<file path="src/rtl/cnn_result_reader.sv">
// Reader for the layer-2 CNN result port: issues credit-limited ReadEn strobes, captures
// ConvResult after READ_LAT cycles into a small FIFO and streams it out. Option: RESULT_RELU_EN.
module cnn_result_reader #(
  parameter int RES_W       = 22,
  parameter int NUM_RESULTS = 4,
  parameter int READ_LAT    = 1,
  parameter int FIFO_DEPTH  = 4
) (
  input  logic                    clk,
  input  logic                    rst_n,
  input  logic                    start,
  output logic                    ReadEn,
  input  logic signed [RES_W-1:0] ConvResult,
  output logic signed [RES_W-1:0] out_data,
  output logic                    out_valid,
  input  logic                    out_ready,
  output logic                    busy,
  output logic                    done
);

  localparam int PW = $clog2(FIFO_DEPTH);
  localparam int CW = $clog2(FIFO_DEPTH + 1);
  localparam int IW = $clog2(NUM_RESULTS + 1);
  localparam logic [CW:0]   DEPTH_C = (CW+1)'(FIFO_DEPTH);
  localparam logic [IW-1:0] NUM_C   = IW'(NUM_RESULTS);

  typedef enum logic [1:0] {IDLE, READ, FLUSH} state_t;

  state_t                  state_q, state_d;
  logic [IW-1:0]           issued_q, issued_d;
  logic [CW-1:0]           count_q, count_d;
  logic [CW-1:0]           inflight_q, inflight_d;
  logic [READ_LAT-1:0]     lat_q, lat_d;
  logic                    readen_q, readen_d;
  logic                    done_q, done_d;
  logic [PW-1:0]           wr_ptr_q, rd_ptr_q;
  logic signed [RES_W-1:0] mem [FIFO_DEPTH];

  logic                    push, pop, credit_ok;
  logic signed [RES_W-1:0] push_data;

  assign out_valid = (count_q != '0);
  assign pop       = out_valid & out_ready;
  assign push      = lat_q[READ_LAT-1];
  assign out_data  = out_valid ? mem[rd_ptr_q] : '0;
  assign busy      = (state_q != IDLE);
  assign ReadEn    = readen_q;
  assign done      = done_q;

`ifdef RESULT_RELU_EN
  assign push_data = ConvResult[RES_W-1] ? '0 : ConvResult;
`else
  assign push_data = ConvResult;
`endif

  always_comb begin
    count_d    = count_q + CW'(push) - CW'(pop);
    inflight_d = inflight_q + CW'(readen_q) - CW'(push);
    // Every outstanding strobe is a reserved FIFO slot, so a push can never find it full.
    credit_ok  = (({1'b0, count_d} + {1'b0, inflight_d}) < DEPTH_C);

    lat_d[0] = readen_q;
    for (int i = 1; i < READ_LAT; i++) begin
      lat_d[i] = lat_q[i-1];
    end

    state_d  = state_q;
    issued_d = issued_q + IW'(readen_q);
    done_d   = 1'b0;
    case (state_q)
      IDLE: begin
        if (start) begin
          state_d  = READ;
          issued_d = '0;
        end
      end
      READ: begin
        if (issued_q == NUM_C) state_d = FLUSH;
      end
      FLUSH: begin
        if ((inflight_q == '0) && (count_q == '0)) begin
          state_d = IDLE;
          done_d  = 1'b1;
        end
      end
      default: state_d = IDLE;
    endcase

    readen_d = (state_d == READ) && (issued_d < NUM_C) && credit_ok;
  end

  always_ff @(posedge clk or negedge rst_n) begin
    if (!rst_n) begin
      state_q    <= IDLE;
      issued_q   <= '0;
      count_q    <= '0;
      inflight_q <= '0;
      lat_q      <= '0;
      readen_q   <= 1'b0;
      done_q     <= 1'b0;
      wr_ptr_q   <= '0;
      rd_ptr_q   <= '0;
    end else begin
      state_q    <= state_d;
      issued_q   <= issued_d;
      count_q    <= count_d;
      inflight_q <= inflight_d;
      lat_q      <= lat_d;
      readen_q   <= readen_d;
      done_q     <= done_d;
      if (push) wr_ptr_q <= wr_ptr_q + PW'(1);
      if (pop)  rd_ptr_q <= rd_ptr_q + PW'(1);
    end
  end

  // Storage carries no reset: entries are only visible through out_valid.
  always_ff @(posedge clk) begin
    if (push) mem[wr_ptr_q] <= push_data;
  end

endmodule

</file>
<file path="config.mk">
export PLATFORM = sky130hd
export DESIGN_NAME = cnn_result_reader
export DESIGN_NICKNAME = d
export VERILOG_FILES = /design/src/rtl/cnn_result_reader.sv
export SDC_FILE = /design/constraint.sdc
export NUM_CORES = 1
export LEC_CHECK = 0
export ABC_AREA = 1
export CELL_PAD_IN_SITES_DETAIL_PLACEMENT = 2
export CELL_PAD_IN_SITES_GLOBAL_PLACEMENT = 2
export CORE_MARGIN = 5
export CORE_UTILIZATION = 25
export DETAILED_ROUTE_END_ITERATION = 6
export PLACE_DENSITY = 0.54
export SKIP_CTS_REPAIR_TIMING = 1
export SYNTH_ARGS = -nofsm -noshare
export SYNTH_HDL_FRONTEND = slang
export SYNTH_SLANG_ARGS = --single-unit
</file>
<file path="constraint.sdc">
create_clock -name clk -period 3.4 [get_ports clk]
set_input_delay 1.02 -clock clk [delete_from_list [all_inputs] [get_ports clk]]
set_output_delay 1.02 -clock clk [all_outputs]
set_load 0.03 [all_outputs]
</file>
After elaboration in Yosys (flattened, before gate mapping) --
Memory sizes are Yosys's and may differ from the RTL's. Index checks and enable logic that the tools add are counted.
Operators by class: add/subtract/negate cells 8, $lt $le $gt $ge 2, equality and inequality tests 4, multiplexer cells 11, bitwise gates (word level) 1, reduce and logical (&&, ||, !) cells 8
Operators by type and width (number):
- $mux 22 | 1
- $add 3x1->3 | 3
- $logic_not 3->1 | 2
- $mux 2 | 3
- $mux 3 | 2
- $pmux 2 s3 | 1
- $sub 3x1->3 | 2
- $add 2x1->2 const B | 2
- $add 3x3->4 | 1
- $eq 2x1->1 const B | 2
- $lt 4x3->1 const B | 1
- $mux 1 | 4
- $eq 3x3->1 const B | 1
- $logic_and 1x1->1 | 3
- $lt 3x3->1 const B | 1
- $reduce_bool 3->1 | 1
- $eq 2x2->1 const B | 1
- $logic_not 2->1 | 1
- $reduce_bool 2->1 | 1
- $and 1x1->1 | 1
Storage, ports and cells: bits in registers 18, bits in writable memories 88, input port bits 26, memories 1
Memories:
- mem | depth 4, bits a word 22, rd ports 1, clocked after Yosys merged registers in 0, wr ports 1, RTL line 37 | logic signed [RES_W-1:0] mem [FIFO_DEPTH];

Depth between registers and ports, before layout --
Gate-level depths: netlist of the first run.
depth after elaboration 7, mapped depth 17, gate-level depth less buffers 17

Worst setup path after synthesis of the first run --
Ideal clock, no wire load.
kind input to register, start input port out_ready, end register readen_q, in the netlist ReadEn, data arrival time 2.782 ns, path slack 0.547 ns, stages 15, buffers on the path 0, cells stage by stage nand2_1 inv_1 ha_1 inv_1 ha_1 inv_1 fa_1 inv_1 xor2_1 ha_1 nor2_1 nand2_1 nor2_1 nand2_1 nor2_1
On the way: longest elaborated chain between the ends 5
RTL lines:
- start: declaration | RTL line 16 | input logic out_ready,
- $and 1x1->1 | RTL line 43 | assign pop = out_valid & out_ready;
- net pop | RTL line 39 | logic push, pop, credit_ok;
- $sub 3x1->3 | RTL line 57 | count_d = count_q + CW'(push) - CW'(pop);
- net count_d[2] | RTL line 31 | logic [CW-1:0] count_q, count_d;
- $add 3x3->4 | RTL line 60 | credit_ok = (({1'b0, count_d} + {1'b0, inflight_d}) < DEPTH_C);
- $lt 4x3->1 | RTL line 60
- $logic_and 1x1->1 | RTL line 89 | readen_d = (state_d == READ) && (issued_d < NUM_C) && credit_ok;
- net readen_d | RTL line 34 | logic readen_q, readen_d;
- end signal: assignment | RTL line 109 | readen_q <= readen_d;
- end: declaration | RTL line 34
The timed path passes the listed nets, and every way through them passes these cells. A chain may end at the register's enable or synchronous reset.

Worst setup path in the final report of the first run --
start register rd_ptr_q[0], end output port out_data[11]
On the way: longest elaborated chain between the ends 2
RTL lines:
- start: declaration | RTL line 36 | logic [PW-1:0] wr_ptr_q, rd_ptr_q;
- start signal: assignment | RTL line 112 | if (pop) rd_ptr_q <= rd_ptr_q + PW'(1);
- $mem_v2 4x22
- $mux 22 | RTL line 45 | assign out_data = out_valid ? mem[rd_ptr_q] : '0;
- end: declaration | RTL line 14 | output logic signed [RES_W-1:0] out_data,
No other way between the ends.

==> impl_results.md, run 1 <==
- Power per cell area: ~890 nW/µm²
- Root buf cell: clkbuf_16
- Worst-Skew Late Latency: around 350 ps
- Post-synthesis cell type count: 22
- Final Skew: approximately 7.2 ps
- Top Ports: 52
- YS warnings: 0
- Post-DR wirelength/cell: about 15 µm
- Sequential element share of the synthesized area: 0.621
- Synthesized cell area: 4980 µm²
- Number of synthesized register bits: 106
- Post-placement setup slack: roughly 3.4 ps
- RePlAce Congestion: a little under 0.7
- Primary FF master, synth: edfxtp_1
- Final #Nets: approximately 560
- WL final: between 10000 and 15000 µm
- Most frequent cell after synthesis: inv_1
- Post-synth EDFFs: between 80 and 90
- CP Data Required Time: ~2400 ps
- Mapped Nets: slightly above 500
- Die width: approximately 150 µm
- Worst vdd ir: 0.000268 V
- Total GRT Usage: 0.114
- Asr flop ratio synth: 0.170
- Outcome: completed
- Min-delay src: ReadEn$_DFF_PN0_
- Worst Setup Start Kind: register
- Fin. Hold Viols: 0
- Worst hold slack: roughly 470 ps
- GRT overflow: 0
- Clk sinks: 106
- Mapped Cells: ~460
- Final setup vio count: 0
- Period minus WS final: about 3300 ps
- Drt via density: approximately 4.0
- Post-synth top area share: 0.531
- Vias in the first global route: approximately 3700
- Worst Setup SP: rd_ptr_q[0]$_DFFE_PN0P_
- Setup ws final: about 140 ps
- PortBufs: 51
- Worst min-delay path category: reg2reg
- Synth Area per Inst: between 10 and 15 µm²
- Initial core utilization: 0.255
- Layout area overhead: 21.6%
- Leak: approximately 2.7 nW
- N_diodes: 0
- Crit path max fanout: 18
- Core area: between 15000 and 20000 µm²
- Unrepaired setup endpoints after global routing: no
- Via Count: ~3200
- Worst Tran Pin Value: just over 400 ps
- Slew headroom: 0.729
- Drt pass-1 iters: 4
- DRC violation count after routing: 0
- Post-route setup TNS: 0 ps
- Dominant cells by area after synthesis: edfxtp_1 53%, dfrtp_1 9.0%, inv_1 9.0%, nand2_1 7.0%, nand3_2 3.4%
- Fin crit share: 0.959
- Worst setup EP type: output port
- Maximum clock frequency: around 300 MHz
- Crit path arrival time: roughly 2200 ps
- Total CTS buffers: 9
- Max Cap Viol: 0
- Post-synth top area cell: edfxtp_1
- Clock slew at reported path FFs: 70 ps
- H-tree levels: 3
- Die area: 22800 µm²
- FP Rows: roughly 50
- DRT antenna net count: 0
- Crit path kind: reg2out
- Detailed Route Iter0 Violations: 97
- HPWL Detailed: approximately 8000 µm
- TritonCTS clock tree: yes
- Largest net degree at the start of global routing: 29
- Maximum root-to-sink buffer count: 2
- Synth top cells by count: 119 x inv_1, 93 x nand2_1, 88 x edfxtp_1, 29 x nand3_1, 21 x nand2_2
- Initial antenna violation count: 0
- Die Y: between 150 and 200 µm
- Share of layout cells above drive strength 1: 0.172
- First-pass GRT wire length: 19500 µm
- Critical R2R Launch: count_q[1]$_DFF_PN0_
- Max-slew violations: 0
[state kept, by name, indices dropped and copies added, names as in the netlist]
register and count:
ReadEn 1, count_q 3, done 1, inflight_q 3, issued_q 3, lat_q 1
mem 88, rd_ptr_q 2, state_q 2, wr_ptr_q 2
[worst max-delay path, stage by stage (launching register included)]
cell             delay [ps]
dfrtp_2                 420
inv_2                   260
buf_4                   310
nand2_1                 110
nand3_2                  80
a21oi_2                  80
clkdlybuf4s50_1         620
[area by class of cell]
cell class | instances | area [µm²]
timing repair buffer | 67 | 643
clock inverter | 4 | 20.0
fill | 2151 | 13500
multi-input combinational | 218 | 1280
tap | 265 | 332
sequential | 106 | 3090
inverter | 122 | 459
clock buffer | 11 | 233
[routing by layer]
metal,routed length (µm),track usage,share of wire,vias to the layer above
met5,0,0,0,-
met4,183,0.0440,0.015,0
met3,387,0.0203,0.032,13
met2,6320,0.208,0.53,45
met1,5140,0.134,0.43,1585
li1,-,-,-,1547
[power by group]
part,total [W],switching (W),internal (W)
logic,0.00271,0.00170,0.00101
registers,0.00174,0.000110,0.00163
clock network,0.000935,0.000448,0.000487
total,0.00539,0.00226,0.00313
[metrics by stage]
step,util,instances,cell area (µm²),power (W)
final,0.310,793,6060,0.00539
after global routing,0.310,793,6060,0.00582
after global placement,0.297,778,5810,0.00451
after CTS,0.310,793,6060,0.00553
after floorplan,-,463,4980,0.00362
after detailed placement,0.297,778,5810,0.00456
[cell usage in the layout, fill, tap and decap left out, types with 3 or more instances in the layout]
cell type | synthesis | final
inv_1 | 119 | 119
dfrtp_1 | 18 | 17
nand3_2 | 17 | 17
nand2_2 | 21 | 21
clkbuf_16 | 0 | 9
ha_1 | 12 | 12
nand2_1 | 93 | 93
xor2_1 | 3 | 3
a21oi_2 | 17 | 17
xnor2_1 | 3 | 3
a21oi_1 | 6 | 6
nor2_1 | 12 | 12
edfxtp_1 | 88 | 88
clkdlybuf4s50_1 | 0 | 46
buf_4 | 4 | 19
nand3_1 | 29 | 29
[cell families (layout without fill, tap and decap cells)]
| group | Yosys count | after routing | synth area share |
|---|---|---|---|
| AO/OA/AOI/OAI | 25 | 25 | 0.0379 |
| AND/OR/NAND/NOR | 173 | 173 | 0.170 |
| flip-flops | 106 | 106 | 0.621 |
| adder cells (fa/ha/maj) | 14 | 14 | 0.0382 |
| buffers and inverters | 139 | 204 | 0.123 |
| XOR/XNOR | 6 | 6 | 0.0106 |
[worst paths after layout]
kind / cells past startpoint / endpoint / slack, ps
max: 6 / out_data[11] / 140
min in group asynchronous: 2 / done$_DFF_PN0_ / 1010
min: 0 / lat_q$_DFF_PN0_ / 470
max in group asynchronous: 2 / rd_ptr_q[0]$_DFFE_PN0P_ / 2170
min reg2reg: 0 / lat_q$_DFF_PN0_ / 470
max reg2reg: 17 / ReadEn$_DFF_PN0_ / 830
(Power assumes the default switching activity.)
==> run 2, diff against run 1 <==
- CORE_UTILIZATION: 25 -> 37
- PLACE_DENSITY: 0.54 -> 0.76
- SKIP_LAST_GASP: default -> 1
==> impl_results.md, run 2 (synthesized netlist as in run 1, its figures left out) <==
- Design Power: 0.00566 W (+4.9%)
- RePlAce Congestion: 0.746 (+7.6%)
- Cell count of the worst reg-to-reg path: 17 (unchanged)
- WL final: 12600 µm (+4.3%)
- Vias in the first global route: 3728 (+1.7%)
- DRT antenna net count: 0 (unchanged)
- Commonest non-fill, non-tap cell in the layout: inv_1
- Max-slew violations: 0 (unchanged)
- TritonCTS clock tree: yes
- FP Rows: 42 (-18%)
- Worst Setup Start Kind: register
- Final setup vio count: 0 (unchanged)
- Reg-to-reg setup timing slack: 530 ps (-300 ps)
- Initial core utilization: 0.376 (+0.121)
- Core area: 13200 µm² (-32%)
- Drt via density: 4.63 (+15%)
- Total CTS buffers: 9 (unchanged)
- Detailed Route Iter0 Violations: 94 (-3.1%)
- Final Skew: 6.85 ps (-0.335 ps)
- PortBufs: 51 (unchanged)
- Fin. Hold Viols: 0 (unchanged)
- First-pass GRT wire length: 19500 µm (-0.22%)
- Setup ws final: 77.1 ps (-62.4 ps)
- Post-placement setup slack: -60.7 ps (-64.0 ps)
- Clk sinks: 106 (unchanged)
- DRC violation count after routing: 0 (unchanged)
- Period minus WS final: 3320 ps (+62.4 ps)
- Worst hold slack: 489 ps (+17.4 ps)
- Top Ports: 52 (unchanged)
- Slew headroom: 0.274 (-0.454)
- HPWL Detailed: 8270 µm (+3.4%)
- Worst setup EP type: output port
- Maximum clock frequency: 301 MHz (-1.9%)
- GRT overflow: 0 (unchanged)
- Final #Nets: 565 (+0.18%)
- Die width: 126 µm (-17%)
- Crit path arrival time: 2300 ps (+60 ps)
- CP Data Required Time: 2380 ps (about the same)
- Largest Register: mem
- Commonest cells after routing, fill and taps aside: 119 x inv_1, 93 x nand2_1, 88 x edfxtp_1
- Reg2Reg Capture Point: ReadEn$_DFF_PN0_
- Largest net degree at the start of global routing: 38 (+31%)
- Drt pass-1 iters: 5 (+1)
- Layout area overhead: 20.7%
- Crit path max fanout: 37 (+19)
- Die Y: 126 µm (-17%)
- Outcome: completed
- Critical R2R Launch: count_q[1]$_DFF_PN0_
- Total GRT Usage: 0.160 (+0.0454)
- Die area: 15900 µm² (-30%)
- Worst Tran Pin Value: 1090 ps (+680 ps)
- Root buf cell: clkbuf_16
- Max Cap Viol: 0 (unchanged)
- Power per cell area: 941 nW/µm² (+5.7%)
- Worst-Skew Late Latency: 350 ps (about the same)
- Initial antenna violation count: 0 (unchanged)
- Number of flip-flops in the largest register: 88 (unchanged)
- Via Count: 3262 (+2.3%)
- Fin crit share: 0.977 (+0.0183)
- Share of layout cells above drive strength 1: 0.166 (-0.00600)
- Clock slew at reported path FFs: 60 ps (about the same)
- Worst min-delay path category: reg2reg
- N_diodes: 0 (unchanged)
- Hold depth: 0 (unchanged)
- Worst Hold End: lat_q$_DFF_PN0_
- H-tree levels: 3 (unchanged)
- Leak: 2.72 nW (+2.5%)
- Maximum root-to-sink buffer count: 2 (unchanged)
- Post-DR wirelength/cell: 17.8 µm (+17%)
- Final core occ: 0.454 (+0.144)
- Min-delay src: ReadEn$_DFF_PN0_
- Crit path kind: reg2out
- Worst vdd ir: 0.000385 V (+44%)
-- run 2: area by class of cell --
class,instances,area (µm²)
Clock inverter,4,67.6
Fill cell,1385,7230
Tap cell,176,220
Sequential cell,106,3090
Inverter,122,462
Multi-Input combinational cell,218,1280
Clock buffer,11,233
Timing Repair Buffer,68,658
-- run 2: worst max path at each step --
| stage | start | endpoint | slack (ps) | cells after the start |
|---|---|---|---|---|
| 2_1_floorplan | out_ready | ReadEn$_DFF_PN0_ | 550 | 15 |
| 4_1_cts | rd_ptr_q[0]$_DFFE_PN0P_ | out_data[21] | -60 | 6 |
| 3_3_place_gp | out_ready | ReadEn$_DFF_PN0_ | 50 | 16 |
| 6_report | rd_ptr_q[0]$_DFFE_PN0P_ | out_data[0] | 80 | 6 |
| 3_5_place_dp | out_ready | ReadEn$_DFF_PN0_ | -60 | 16 |
| 5_1_grt | out_ready | ReadEn$_DFF_PN0_ | -20 | 16 |
-- run 2: critical path, cell delays in order, from the launching register on --
cell	delay (ps)
dfrtp_2	460
buf_4	160
buf_12	180
nand2_2	90
nand3_1	90
a21oi_1	240
clkdlybuf4s50_1	720
-- run 2: routing by layer --
layer,routed length (µm),up-vias,part of all wire,global-route usage
met4,144,0,0.011,0.0530
li1,-,1552,-,-
met2,6870,44,0.55,0.293
met1,5300,1657,0.42,0.193
met3,232,9,0.018,0.0224
met5,0,-,0,0
-- run 2: through the flow --
| stage | area, µm² | TNS, ps | std cells |
|---|---|---|---|
| floorplan | 4980 | 0 | 463 |
| global placement | 5670 | 0 | 686 |
| detailed placement | 5670 | -60.7 | 686 |
| CTS | 5970 | -318 | 701 |
| global route | 6010 | -20.6 | 705 |
| finish | 6010 | 0 | 705 |
-- run 2: power by group --
part | internal, W | switching, W
registers | 0.00163 | 0.000129
clock network | 0.000638 | 0.000452
logic | 0.00104 | 0.00176
==> run 3, diff against run 2 <==
--- a/config.mk
+++ b/config.mk
@@ -11,5 +11,6 @@
 export CORE_MARGIN = 5
-export CORE_UTILIZATION = 37
+export CORE_UTILIZATION = 40
 export DETAILED_ROUTE_END_ITERATION = 6
-export PLACE_DENSITY = 0.76
+export DONT_BUFFER_PORTS = 1
+export PLACE_DENSITY = 0.73
 export SKIP_CTS_REPAIR_TIMING = 1
==> constraint.sdc (replaced) <==
create_clock -name clk -period 3.4 [get_ports clk]
set_input_delay 0.85 -clock clk [delete_from_list [all_inputs] [get_ports clk]]
set_output_delay 0.85 -clock clk [all_outputs]
set_load 0.03 [all_outputs]
==> impl_results.md, run 3 (synthesized netlist as in run 1, its figures left out) <==
- FF/Latch Area: 3090 µm² (unchanged)
- HPWL Detailed: 7490 µm (-9.4%)
- Fin crit share: 0.853 (-0.124)
- H-tree levels: 3 (unchanged)
- TritonCTS clock tree: yes
- GRT overflow: 0 (unchanged)
- Die Y: 122 µm (-3.5%)
- Post-route setup TNS: 0 ps (unchanged)
- Leak: 2.43 nW (-11%)
- Worst-Skew Late Latency: 350 ps (about the same)
- Crit path arrival time: 2050 ps (-250 ps)
- Clk sinks: 106 (unchanged)
- Post-DR wirelength/cell: 17.5 µm (-2.0%)
- Final setup vio count: 0 (unchanged)
- Vias in the first global route: 3481 (-6.6%)
- DRC violation count after routing: 0 (unchanged)
- Worst vdd ir: 0.000414 V (+7.7%)
- Layout area overhead: 8.49%
- Drt pass-1 iters: 4 (-1)
- CP Data Required Time: 2550 ps (+170 ps)
- Drt via density: 4.69 (+1.4%)
- Multi-input logic area: 1280 µm² (unchanged)
- Power per cell area: 923 nW/µm² (-1.8%)
- Maximum clock frequency: 345 MHz (+15%)
- Clock slew at reported path FFs: 70 ps (about the same)
- Commonest cells after routing, fill and taps aside: 119 x inv_1, 93 x nand2_1, 88 x edfxtp_1
- Total CTS buffers: 9 (unchanged)
- Outcome: completed
- Post-placement setup slack: 419 ps (+480 ps)
- Via Count: 2997 (-8.1%)
- Worst Setup Start Kind: register
- Final Skew: 9.27 ps (+2.42 ps)
- PortBufs: 0 (-100%)
- Top Ports: 52 (unchanged)
- First-pass GRT wire length: 18300 µm (-6.2%)
- Number of flip-flops in the largest register: 88 (unchanged)
- Setup ws final: 498 ps (+421 ps)
- Unrepaired setup endpoints after global routing: no
- Maximum root-to-sink buffer count: 2 (unchanged)
- Worst min-delay path category: in2async
- Total GRT Usage: 0.164 (+0.00442)
- Commonest non-fill, non-tap cell in the layout: inv_1
- Share of layout cells above drive strength 1: 0.174 (+0.00775)
- Max Cap Viol: 0 (unchanged)
- Detailed Route Iter0 Violations: 108 (+15%)
- Root buf cell: clkbuf_16
- Period minus WS final: 2900 ps (-421 ps)
- Largest Register: mem
- FP Rows: 40 (-4.8%)
- N_diodes: 0 (unchanged)
- Final #Nets: 506 (-10%)
- WL final: 11200 µm (-11%)
- Fin. Hold Viols: 0 (unchanged)
- Fillers: 1293 (-6.6%)
- Core area: 12100 µm² (-8.5%)
- Worst Tran Pin Value: 851 ps (-237 ps)
- Crit path kind: reg2out
- Worst Setup SP: count_q[1]$_DFF_PN0_
- Largest net degree at the start of global routing: 46 (+21%)
- Initial core utilization: 0.411 (+0.0351)
- Critical R2R Launch: count_q[1]$_DFF_PN0_
- Die area: 14800 µm² (-6.9%)
- Slew headroom: 0.433 (+0.159)
- Max-slew violations: 0 (unchanged)
- DRT antenna net count: 0 (unchanged)
- RePlAce Congestion: 0.714 (-4.3%)
- Die width: 122 µm (-3.5%)
- Crit path max fanout: 23 (-38%)
- Worst setup EP type: output port
- Design Power: 0.00499 W (-12%)
- Initial antenna violation count: 0 (unchanged)
[run 3: cell count changes in the layout (fill, tap and decap cells not counted), moves of 2 or more]
cell / previous run / this run
buf_4: 17 / 9
dlymetal6s2s_1: 4 / 0
clkinvlp_4: 0 / 2
clkdlybuf4s50_1: 46 / 0
inv_6: 0 / 2
clkinv_1: 2 / 0
[run 3: stage by stage]
step / std cells / hold WS, ps / util / area [µm²]
finish: 639 / 193 / 0.446 / 5400
detailed placement: 623 / 544 / 0.422 / 5110
floorplan: 463 / 484 / - / 4980
global placement: 623 / 518 / 0.422 / 5110
global route: 639 / 174 / 0.446 / 5400
CTS: 639 / 176 / 0.446 / 5400
[run 3: path summary, 6_finish.rpt]
kind	to	depth (start not counted)	slack, ps
setup / recovery	out_data[21]	4	500
hold / removal	count_q[0]$_DFF_PN0_	0	190
setup reg to reg	ReadEn$_DFF_PN0_	17	540
hold reg to reg	done$_DFF_PN0_	3	550
max in group asynchronous	rd_ptr_q[0]$_DFFE_PN0P_	0	3130
min in group clk	done$_DFF_PN0_	3	550
[run 3: final cells by class]
class,instances,area share
Sequential cell,106,0.573
Multi-Input combinational cell,218,0.236
Inverter,122,0.0850
Clock buffer,11,0.0431
Tap cell,168,0.0389
Timing Repair Buffer,9,0.0125
Clock inverter,5,0.0116
[run 3: metal layers]
layer / track usage / share of wire
met2: 0.298 / 0.54
met3: 0.0483 / 0.052
met4: 0.0525 / 0.012
met5: 0 / 0
met1: 0.185 / 0.40
[run 3: power breakdown]
part	leakage, nW	switching, W	total [W]	internal [W]
combinational	1.27	0.00161	0.00219	0.000584
sequential	1.02	0.000123	0.00176	0.00163
clock	0.137	0.000463	0.00104	0.000577
[run 3: critical path: stages, from the launching register on]
cell and delay, ps:
dfrtp_1 410, nor2_1 70, nand2_2 180, inv_2 320
a21oi_1 710
